File: config.mk
export PLATFORM = sky130hd
export DESIGN_NAME = stepper_motors_ctrl
export DESIGN_NICKNAME = d
export VERILOG_FILES = /design/src/rtl/motors_pkg.sv /design/src/rtl/step_axis.sv /design/src/rtl/stepper_motors_ctrl.sv
export SDC_FILE = /design/constraint.sdc
export NUM_CORES = 1
export LEC_CHECK = 0
export CORE_MARGIN = 2
export CORE_UTILIZATION = 35
export DETAILED_ROUTE_END_ITERATION = 10
export MAX_ROUTING_LAYER = met4
export PLACE_DENSITY = 0.58
export SETUP_SLACK_MARGIN = 0.5
export SKIP_CTS_REPAIR_TIMING = 1
export SYNTH_ARGS = -nofsm -noshare
export SYNTH_HDL_FRONTEND = slang
export SYNTH_HIERARCHICAL = 1
export SYNTH_SLANG_ARGS = --single-unit
File: constraint.sdc
create_clock -name clk -period 2 [get_ports clk]
set_input_delay 0.5 -clock clk [delete_from_list [all_inputs] [get_ports clk]]
set_output_delay 0.5 -clock clk [all_outputs]
set_load 0.005 [all_outputs]
File: src/rtl/motors_pkg.sv
// Shared types and constants for the stepper motors controller.
// Holds the move FSM state encoding and default parameter values.
package motors_pkg;

   typedef enum logic [1:0] {
      IDLE,
      SETUP,
      RUN,
      DONE
   } state_t;

   localparam int DEF_X_BITS = 16;
   localparam int DEF_Y_BITS = 16;
   localparam int DEF_HIGH   = 2;
   localparam int DEF_PERIOD = 8;

   localparam int CNT_W = $clog2(DEF_PERIOD);

   // Period counter width for a given period, never below one bit.
   function automatic int cnt_w(input int p);
      return (p <= 2) ? 1 : $clog2(p);
   endfunction

endpackage

File: src/rtl/step_axis.sv
// One stepper axis: remaining-pulse counter and step output.
// The step is timed by the period count shared from the top.
module step_axis
   import motors_pkg::*;
#(
   parameter int BITS = 16,
   parameter int CW   = 3,
   parameter int HIGH = 2
) (
   input  logic            clk,
   input  logic            reset,
   input  logic            clk_en,
   input  logic            load,
   input  logic            run,
   input  logic [CW-1:0]   cnt,
   input  logic [BITS-1:0] num,
   output logic            step,
   output logic            busy
);

   logic [BITS-1:0] rem;
   logic            pulsing;

   assign busy = (rem != '0);

   // Load on accept; consume one pulse at the start of each period.
   always_ff @(posedge clk or negedge reset) begin
      if (!reset) begin
         rem     <= '0;
         pulsing <= 1'b0;
      end else if (clk_en) begin
         if (load) begin
            rem     <= num;
            pulsing <= 1'b0;
         end else if (run && cnt == '0) begin
            pulsing <= busy;
            if (busy) rem <= rem - 1'b1;
         end
      end
   end

   // High from count 0 while the pulse started this period lasts.
   always_comb begin
      step = 1'b0;
      if (run) begin
         if (cnt == '0) step = busy;
         else           step = pulsing && (cnt < CW'(HIGH));
      end
   end

endmodule

File: src/rtl/stepper_motors_ctrl.sv
// Two-axis stepper move controller with a trigger/rdy/done handshake.
// Both axes step concurrently off one shared period counter.
module stepper_motors_ctrl
   import motors_pkg::*;
#(
   parameter int PULSE_NUM_X_BITS   = DEF_X_BITS,
   parameter int PULSE_NUM_Y_BITS   = DEF_Y_BITS,
   parameter int PULSE_HIGH_TICKS   = DEF_HIGH,
   parameter int PULSE_PERIOD_TICKS = DEF_PERIOD
) (
   input  logic                        clk,
   input  logic                        reset,
   input  logic                        clk_en,
   input  logic                        trigger,
   input  logic [PULSE_NUM_X_BITS-1:0] pulse_num_x,
   input  logic [PULSE_NUM_Y_BITS-1:0] pulse_num_y,
   input  logic                        dir_x_in,
   input  logic                        dir_y_in,
   output logic                        rdy,
   output logic                        done,
   output logic                        step_x,
   output logic                        step_y,
   output logic                        dir_x,
   output logic                        dir_y
);

   localparam int CW = cnt_w(PULSE_PERIOD_TICKS);
   localparam logic [CW-1:0] LAST = CW'(PULSE_PERIOD_TICKS - 1);

   state_t        state;
   state_t        nstate;
   logic [CW-1:0] cnt;
   logic          accept;
   logic          run;
   logic          busy_x;
   logic          busy_y;

   assign accept = (state == IDLE) && trigger;
   assign run    = (state == RUN);
   assign rdy    = (state == IDLE);
   assign done   = (state == DONE);

   // State register.
   always_ff @(posedge clk or negedge reset) begin
      if (!reset)      state <= IDLE;
      else if (clk_en) state <= nstate;
   end

   // Next-state logic for the move sequence.
   always_comb begin
      nstate = state;
      unique case (state)
         IDLE:  if (trigger) nstate = SETUP;
         SETUP: nstate = (busy_x || busy_y) ? RUN : DONE;
         RUN:   if (cnt == LAST && !busy_x && !busy_y)
                   nstate = DONE;
         DONE:  nstate = IDLE;
      endcase
   end

   // Shared period counter, parked at zero outside RUN.
   always_ff @(posedge clk or negedge reset) begin
      if (!reset) begin
         cnt <= '0;
      end else if (clk_en) begin
         unique case (1'b1)
            !run:         cnt <= '0;
            cnt == LAST:  cnt <= '0;
            default:      cnt <= cnt + 1'b1;
         endcase
      end
   end

   // Directions latched once per accepted move.
   always_ff @(posedge clk or negedge reset) begin
      if (!reset) begin
         dir_x <= 1'b0;
         dir_y <= 1'b0;
      end else if (clk_en && accept) begin
         dir_x <= dir_x_in;
         dir_y <= dir_y_in;
      end
   end

   step_axis #(
      .BITS (PULSE_NUM_X_BITS),
      .CW   (CW),
      .HIGH (PULSE_HIGH_TICKS)
   ) u_axis_x (
      .clk    (clk),
      .reset  (reset),
      .clk_en (clk_en),
      .load   (accept),
      .run    (run),
      .cnt    (cnt),
      .num    (pulse_num_x),
      .step   (step_x),
      .busy   (busy_x)
   );

   step_axis #(
      .BITS (PULSE_NUM_Y_BITS),
      .CW   (CW),
      .HIGH (PULSE_HIGH_TICKS)
   ) u_axis_y (
      .clk    (clk),
      .reset  (reset),
      .clk_en (clk_en),
      .load   (accept),
      .run    (run),
      .cnt    (cnt),
      .num    (pulse_num_y),
      .step   (step_y),
      .busy   (busy_y)
   );

endmodule

Yosys cells after proc, flatten, opt, wreduce, memory -nomap -nowiden
Cells that the tools add are included.

word-level totals
  flip-flop bits (word level) = 41
  input port bits = 38
  output and inout port bits = 6
  word-level logic and storage cells = 60

operators by class
  add/sub/neg operators = 3
  order comparisons = 1
  eq/ne operators = 6
  multiplexer cells = 19
  reduce and logical (&&, ||, !) cells = 23

operators by type and width
  kind                                                  number
  two-way mux 16 bit                                    6
  nonzero test 16 bit                                   2
  subtractor 16 x 1 -> 16 bit (second input constant)   2
  two-way mux 1 bit                                     9
  AND reduction 3 bit                                   3
  case mux 2 bit (4 select lines)                       1
  logical AND 1 bit                                     7
  nonzero test 2 bit                                    3
  equality test 2 bit (second input constant)           2
  two-way mux 2 bit                                     2
  adder 3 x 1 -> 3 bit (second input constant)          1
  equality test 3 bit (second input constant)           1
  zero test 1 bit                                       3
  zero test 3 bit                                       1
  < comparator 3 x 2 -> 1 bit (second input constant)   1
  two-way mux 3 bit                                     1
  equality test 2 x 1 -> 1 bit (second input constant)  1
  zero test 2 bit                                       1
  != test 2 x 1 -> 1 bit (second input constant)        1
  != test 2 bit (second input constant)                 1
  AND reduction 2 bit                                   1
  OR reduction 2 bit                                    1
  logical OR 1 bit                                      1

Logic depth before layout (Yosys ltp)
Gate-level depths: netlist of run 1.

  word-level depth = 6
  mapped depth = 9
  depth with buffers taken out = 8

Modules after synthesis
Netlist of run 1, hierarchy kept.

by module, submodules not included
  module               instances  cells an instance  area each (µm²)  seq. area each (µm²)
  step_axis            2          144                1290.0           425.4
  stepper_motors_ctrl  1          38                 434.2            175.2

Least setup slack after synthesis of run 1
Ideal clock, no wire load.

  path kind = reg2reg
  start = register u_axis_y.rem[7]
  end = register state[1]
  library setup time = 0.125 ns
  data arrival time = 1.927 ns
  data required time = 1.875 ns
  setup slack = -0.052 ns
  stages on the path, launching flop included = 7
  buffers on the path = 0
  period minus slack after synthesis = 2.052 ns
  cells stage by stage = dfrtp_1 or4_4 nor3_4 nand3_1 nor3b_2 o221ai_2 mux2_4

on the way
  word-level cells in the longest chain between the ends = 5

RTL lines
  what                                     line                       source
  start, declared                          step_axis.sv:21            logic [BITS-1:0] rem;
  start signal, assigned                   step_axis.sv:33            rem <= num;
  start signal, assigned                   step_axis.sv:37            if (busy) rem <= rem - 1'b1;
  nonzero test 16 bit                      step_axis.sv:24            assign busy = (rem != '0);
  net busy_y                               stepper_motors_ctrl.sv:36  logic busy_y;
  zero test 1 bit                          stepper_motors_ctrl.sv:55  RUN: if (cnt == LAST && !busy_x && !busy_y)
  logical AND 1 bit                        stepper_motors_ctrl.sv:55
  != test 2 x 1 -> 1 bit (no source line)  --
  AND reduction 3 bit (no source line)     --
  end signal, assigned                     stepper_motors_ctrl.sv:46  else if (clk_en) state <= nstate;
  end, declared                            stepper_motors_ctrl.sv:30  state_t state;

The timed path passes the listed nets, and every way through them passes these cells.
A chain may end at the register's enable or synchronous reset.

Worst setup path in the final report of run 1
  start = register u_axis_x.rem[1]
  end = output step_x

on the way
  word-level cells in the longest chain between the ends = 3

RTL lines
  what                    line                       source
  start, declared         step_axis.sv:21
  start signal, assigned  step_axis.sv:33
  start signal, assigned  step_axis.sv:37
  nonzero test 16 bit     step_axis.sv:24
  two-way mux 1 bit       step_axis.sv:46            if (cnt == '0) step = busy;
  two-way mux 1 bit       step_axis.sv:45            if (run) begin
  end, declared           stepper_motors_ctrl.sv:21  output logic step_x,

No other way between the ends.

==> results of run 1 <==
-- cell type report --
| type | instances | area share (%) |
|---|---|---|
| Multi-Input combinational cell | 249 | 43.6 |
| Timing Repair Buffer | 183 | 30.6 |
| Clock inverter | 3 | 1.18 |
| Sequential cell | 41 | 18.8 |
| Clock buffer | 5 | 1.25 |
| Tap cell | 105 | 2.39 |
| Inverter | 24 | 2.05 |
| Timing Repair inverter | 1 | 0.159 |
-- kinds of logic after synthesis --
group | count (synthesis)
fa+ha+maj | 9
flops | 41
buf+inv | 36
mux | 14
simple gates | 129
compound gates | 97
-- registers in the layout (all words and copies together), names as in the netlist --
signal / flops
u_axis_x/rem: 16
u_axis_y/rem: 16
cnt: 3
state: 2
dir_x: 1
dir_y: 1
u_axis_x/pulsing: 1
u_axis_y/pulsing: 1
-- synthesized netlist by cell type, types with 3 or more instances --
library cell	instances
dfrtp_1	41
nor3_2	4
and4_1	8
nand4_1	12
o22ai_1	16
and2_1	3
mux2i_1	11
a21oi_1	10
a32oi_1	4
nor4b_1	4
clkbuf_1	8
o211ai_1	8
nor4b_4	4
o21ai_2	4
nand2b_1	5
a31oi_1	4
o21ai_0	9
a211oi_1	17
nand2_1	17
nor2_1	32
inv_1	22
ha_1	9
nor4_4	4
nor3_1	4
nand3_1	16
-- per-stage QoR --
| stage | worst slack (ns) | hold slack (ns) | total power [W] |
|---|---|---|---|
| 2_1_floorplan | -0.0147 | 0.204 | 0.00362 |
| 3_3_place_gp | -0.300 | 0.469 | 0.00536 |
| 3_5_place_dp | -0.337 | 0.474 | 0.00541 |
| 4_1_cts | -0.687 | 0.293 | 0.00626 |
| 5_1_grt | -0.343 | 0.318 | 0.00792 |
| 6_report | -0.240 | 0.263 | 0.00746 |
-- layer usage --
metal,GRT usage (%),vias to the layer above,share of wire (%)
li1,-,1639,-
met1,27.7,1729,43
met2,33.5,138,50
met3,3.76,25,5.1
met4,7.04,0,2.4
met5,-,-,0
-- worst min path at each step --
| stage | startpoint | endpoint | slack [ns] | cells after the start |
|---|---|---|---|---|
| finish | reset | u_axis_x/rem[15] | 0.26 | 2 |
| global route | reset | u_axis_x/rem[6] | 0.32 | 2 |
| CTS | reset | u_axis_x/rem[4] | 0.29 | 2 |
| detailed placement | u_axis_y/pulsing | u_axis_y/pulsing | 0.47 | 2 |
| global placement | u_axis_x/pulsing | u_axis_x/pulsing | 0.47 | 2 |
| floorplan | reset | cnt[0] | 0.20 | 0 |
-- power breakdown --
part / switching [W] / internal (W)
Clock: 0.000329 / 0.000497
Sequential: 0.000361 / 0.00117
Combinational: 0.00236 / 0.00274
Total: 0.00305 / 0.00440
==> run_results.csv, run 1 <==
group,metric,value,unit
status,violations,"negative setup slack",
power_and_ir_drop,p_leak,2.24,nW
drt,firstDrtPassIters,4,
cts,cts_root_buf,"clkbuf_8",
worst_setup_path,timing.rr.start,"u_axis_y/rem[8]",
timing,finalCritPeriodShare,112,%
power_and_ir_drop,vdd_drop_max,0.520,mV
grt,grt_max_degree,42,
final_layout,nets,552,
logic_synthesis,synth_xor_area_share,0,%
floorplan,die_h,96.8,um
timing,fin_crit,2.24,ns
cts,cts_sinks,41,
logic_synthesis,synth_top_area_cell,"dfrtp_1",
final_layout,area_growth,82.2,%
cts,worstSkewPairLatency,0.30,ns
logic_synthesis,muxShareOfSynthArea,4.90,%
final_layout,multi_input_area,2390,um^2
cts,clk_pin_slew,0.09,ns
drt,vias,3531,
worst_setup_path,cp-startpoint,"u_axis_x/rem[1]",
logic_synthesis,ys_warn_count,6,
worst_setup_path,path_cells,"inv_2 -> ha_4 -> nor4b_4 -> nand4_1 -> mux2i_1 -> nor4b_2 -> clkbuf_2",
worst_setup_path,cp-end-kind,"output pin",
logic_synthesis,synthArstFlopShare,100,%
worst_hold_path,hp-class,"in2async",
logic_synthesis,synth_ff_type,"dfrtp_1",
status,status,"complete, but fails checks",
worst_setup_path,crit_arrival,1.74,ns
drt,drtIter0Drc,170,
placed_design,dp.cells,568,
worst_setup_path,setup.worst_path.end,"step_x",
logic_synthesis,synth_area,3010,um^2
logic_synthesis,synthAdderAreaFrac,3.74,%
worst_setup_path,slowest_stage,"dfrtp_1",
cts,tritoncts,"done",
worst_setup_path,critPathKind,"reg2out",
final_layout,final_cell_area,5490,um^2
worst_setup_path,required,1.50,ns
logic_synthesis,synth.avg_cell_area,9.25,um^2
timing,worstMarginPinSlew,0.570,ns
logic_synthesis,synth_compound_area_share,23.1,%
logic_synthesis,yosys_register_bits,41,
final_layout,finalNonFillerCells,611,
placed_design,port_buffers,43,
placed_design,dpl.hpwl,7310,um
cts,cts_buffers,5,
logic_synthesis,synthesis.nets,373,
worst_setup_path,r2r_setup_slack,-0.17,ns
cts,cts_max_path_buffers,2,
timing,grt_setup_unrepaired,"yes",
timing,finalSetupViolCount,4,
worst_setup_path,critPathLaunchType,"flop",
logic_synthesis,synth_area_leaders,"dfrtp_1, a211oi_1, nor2_1",
worst_setup_path,reg2reg_depth,6,
cts,htree_levels,2,
drt,drcViolationCount,0,
floorplan,io_pins,44,
floorplan,coreArea,8300,um^2
drt,vias_per_cell,5.78,
worst_setup_path,r2r_end,"state[1]",
worst_setup_path,crit_cells,7,
timing,fmax,446,MHz
timing,final-hold-violation-count,0,
final_layout,regArea,1030,um^2
logic_synthesis,ys_types,52,
logic_synthesis,syn_inst,326,
floorplan,dieWidth,96.8,um
logic_synthesis,synthSimpleGateAreaFrac,29.4,%
worst_setup_path,cp_num_buf_inv,2,
worst_setup_path,cp_max_fo,2,
timing,fin_ws,-0.240,ns
logic_synthesis,synth_top_family_by_area,"simple AND/OR/NAND/NOR gates",
flow_run,maxCapViolCount,0,
grt,grt_pass1_vias,3263,
timing,final_max_slew_viol_count,0,
final_layout,fill_cells,674,
timing,fin_tns_setup,-0.764,ns
final_layout,n_antenna_cell,0,
floorplan,fp.dieArea,9370,um^2
final_layout,layout_commonest_cell,"buf_4",
placed_design,placed_area,4500,um^2
grt,antenna_found_initial,0,
timing,relSlewSlack,62.0,%
floorplan,initial_utilization,36.3,%
grt,grt_usage,21.2,%
placed_design,gp_congestion,0.964,
final_layout,layout-drive-gt1-share,52.4,%
power_and_ir_drop,p_per_area,1360,nW/um^2
grt,overflow,0,
final_layout,fin_util,66.2,%
drt,wl,11200,um
drt,wl_per_cell,18.3,um
drt,antenna_violating_nets_post_route,0,
floorplan,row_count,33,
worst_setup_path,critPathMaxStageDelay,0.41,ns
final_layout,final_cell_mix,"buf_4, dfrtp_1, clkdlybuf4s50_1, buf_6, nor2_1",
logic_synthesis,yosys.area.top_type_share,34.0,%
logic_synthesis,synth_edf_count,0,
timing,worst_clock_skew,0.00617,ns
worst_setup_path,crit_family,"simple AND/OR/NAND/NOR gates",
logic_synthesis,yosysSeqAreaShare,34.0,%
grt,grt_pass1_wl,16000,um
No activity file was read; power rests on OpenSTA's default activity.
==> run 2, diff against run 1 <==
--- a/config.mk
+++ b/config.mk
@@ -5,6 +5,8 @@
 export SDC_FILE = /design/constraint.sdc
 export NUM_CORES = 1
 export LEC_CHECK = 0
+export ABC_CLOCK_PERIOD_IN_PS = 2000
+export CAP_MARGIN = 20
 export CORE_MARGIN = 2
 export CORE_UTILIZATION = 35
 export DETAILED_ROUTE_END_ITERATION = 10
==> results of run 2 <==
Same layout as run 1: the final DEF is identical, and so are final timing and power.
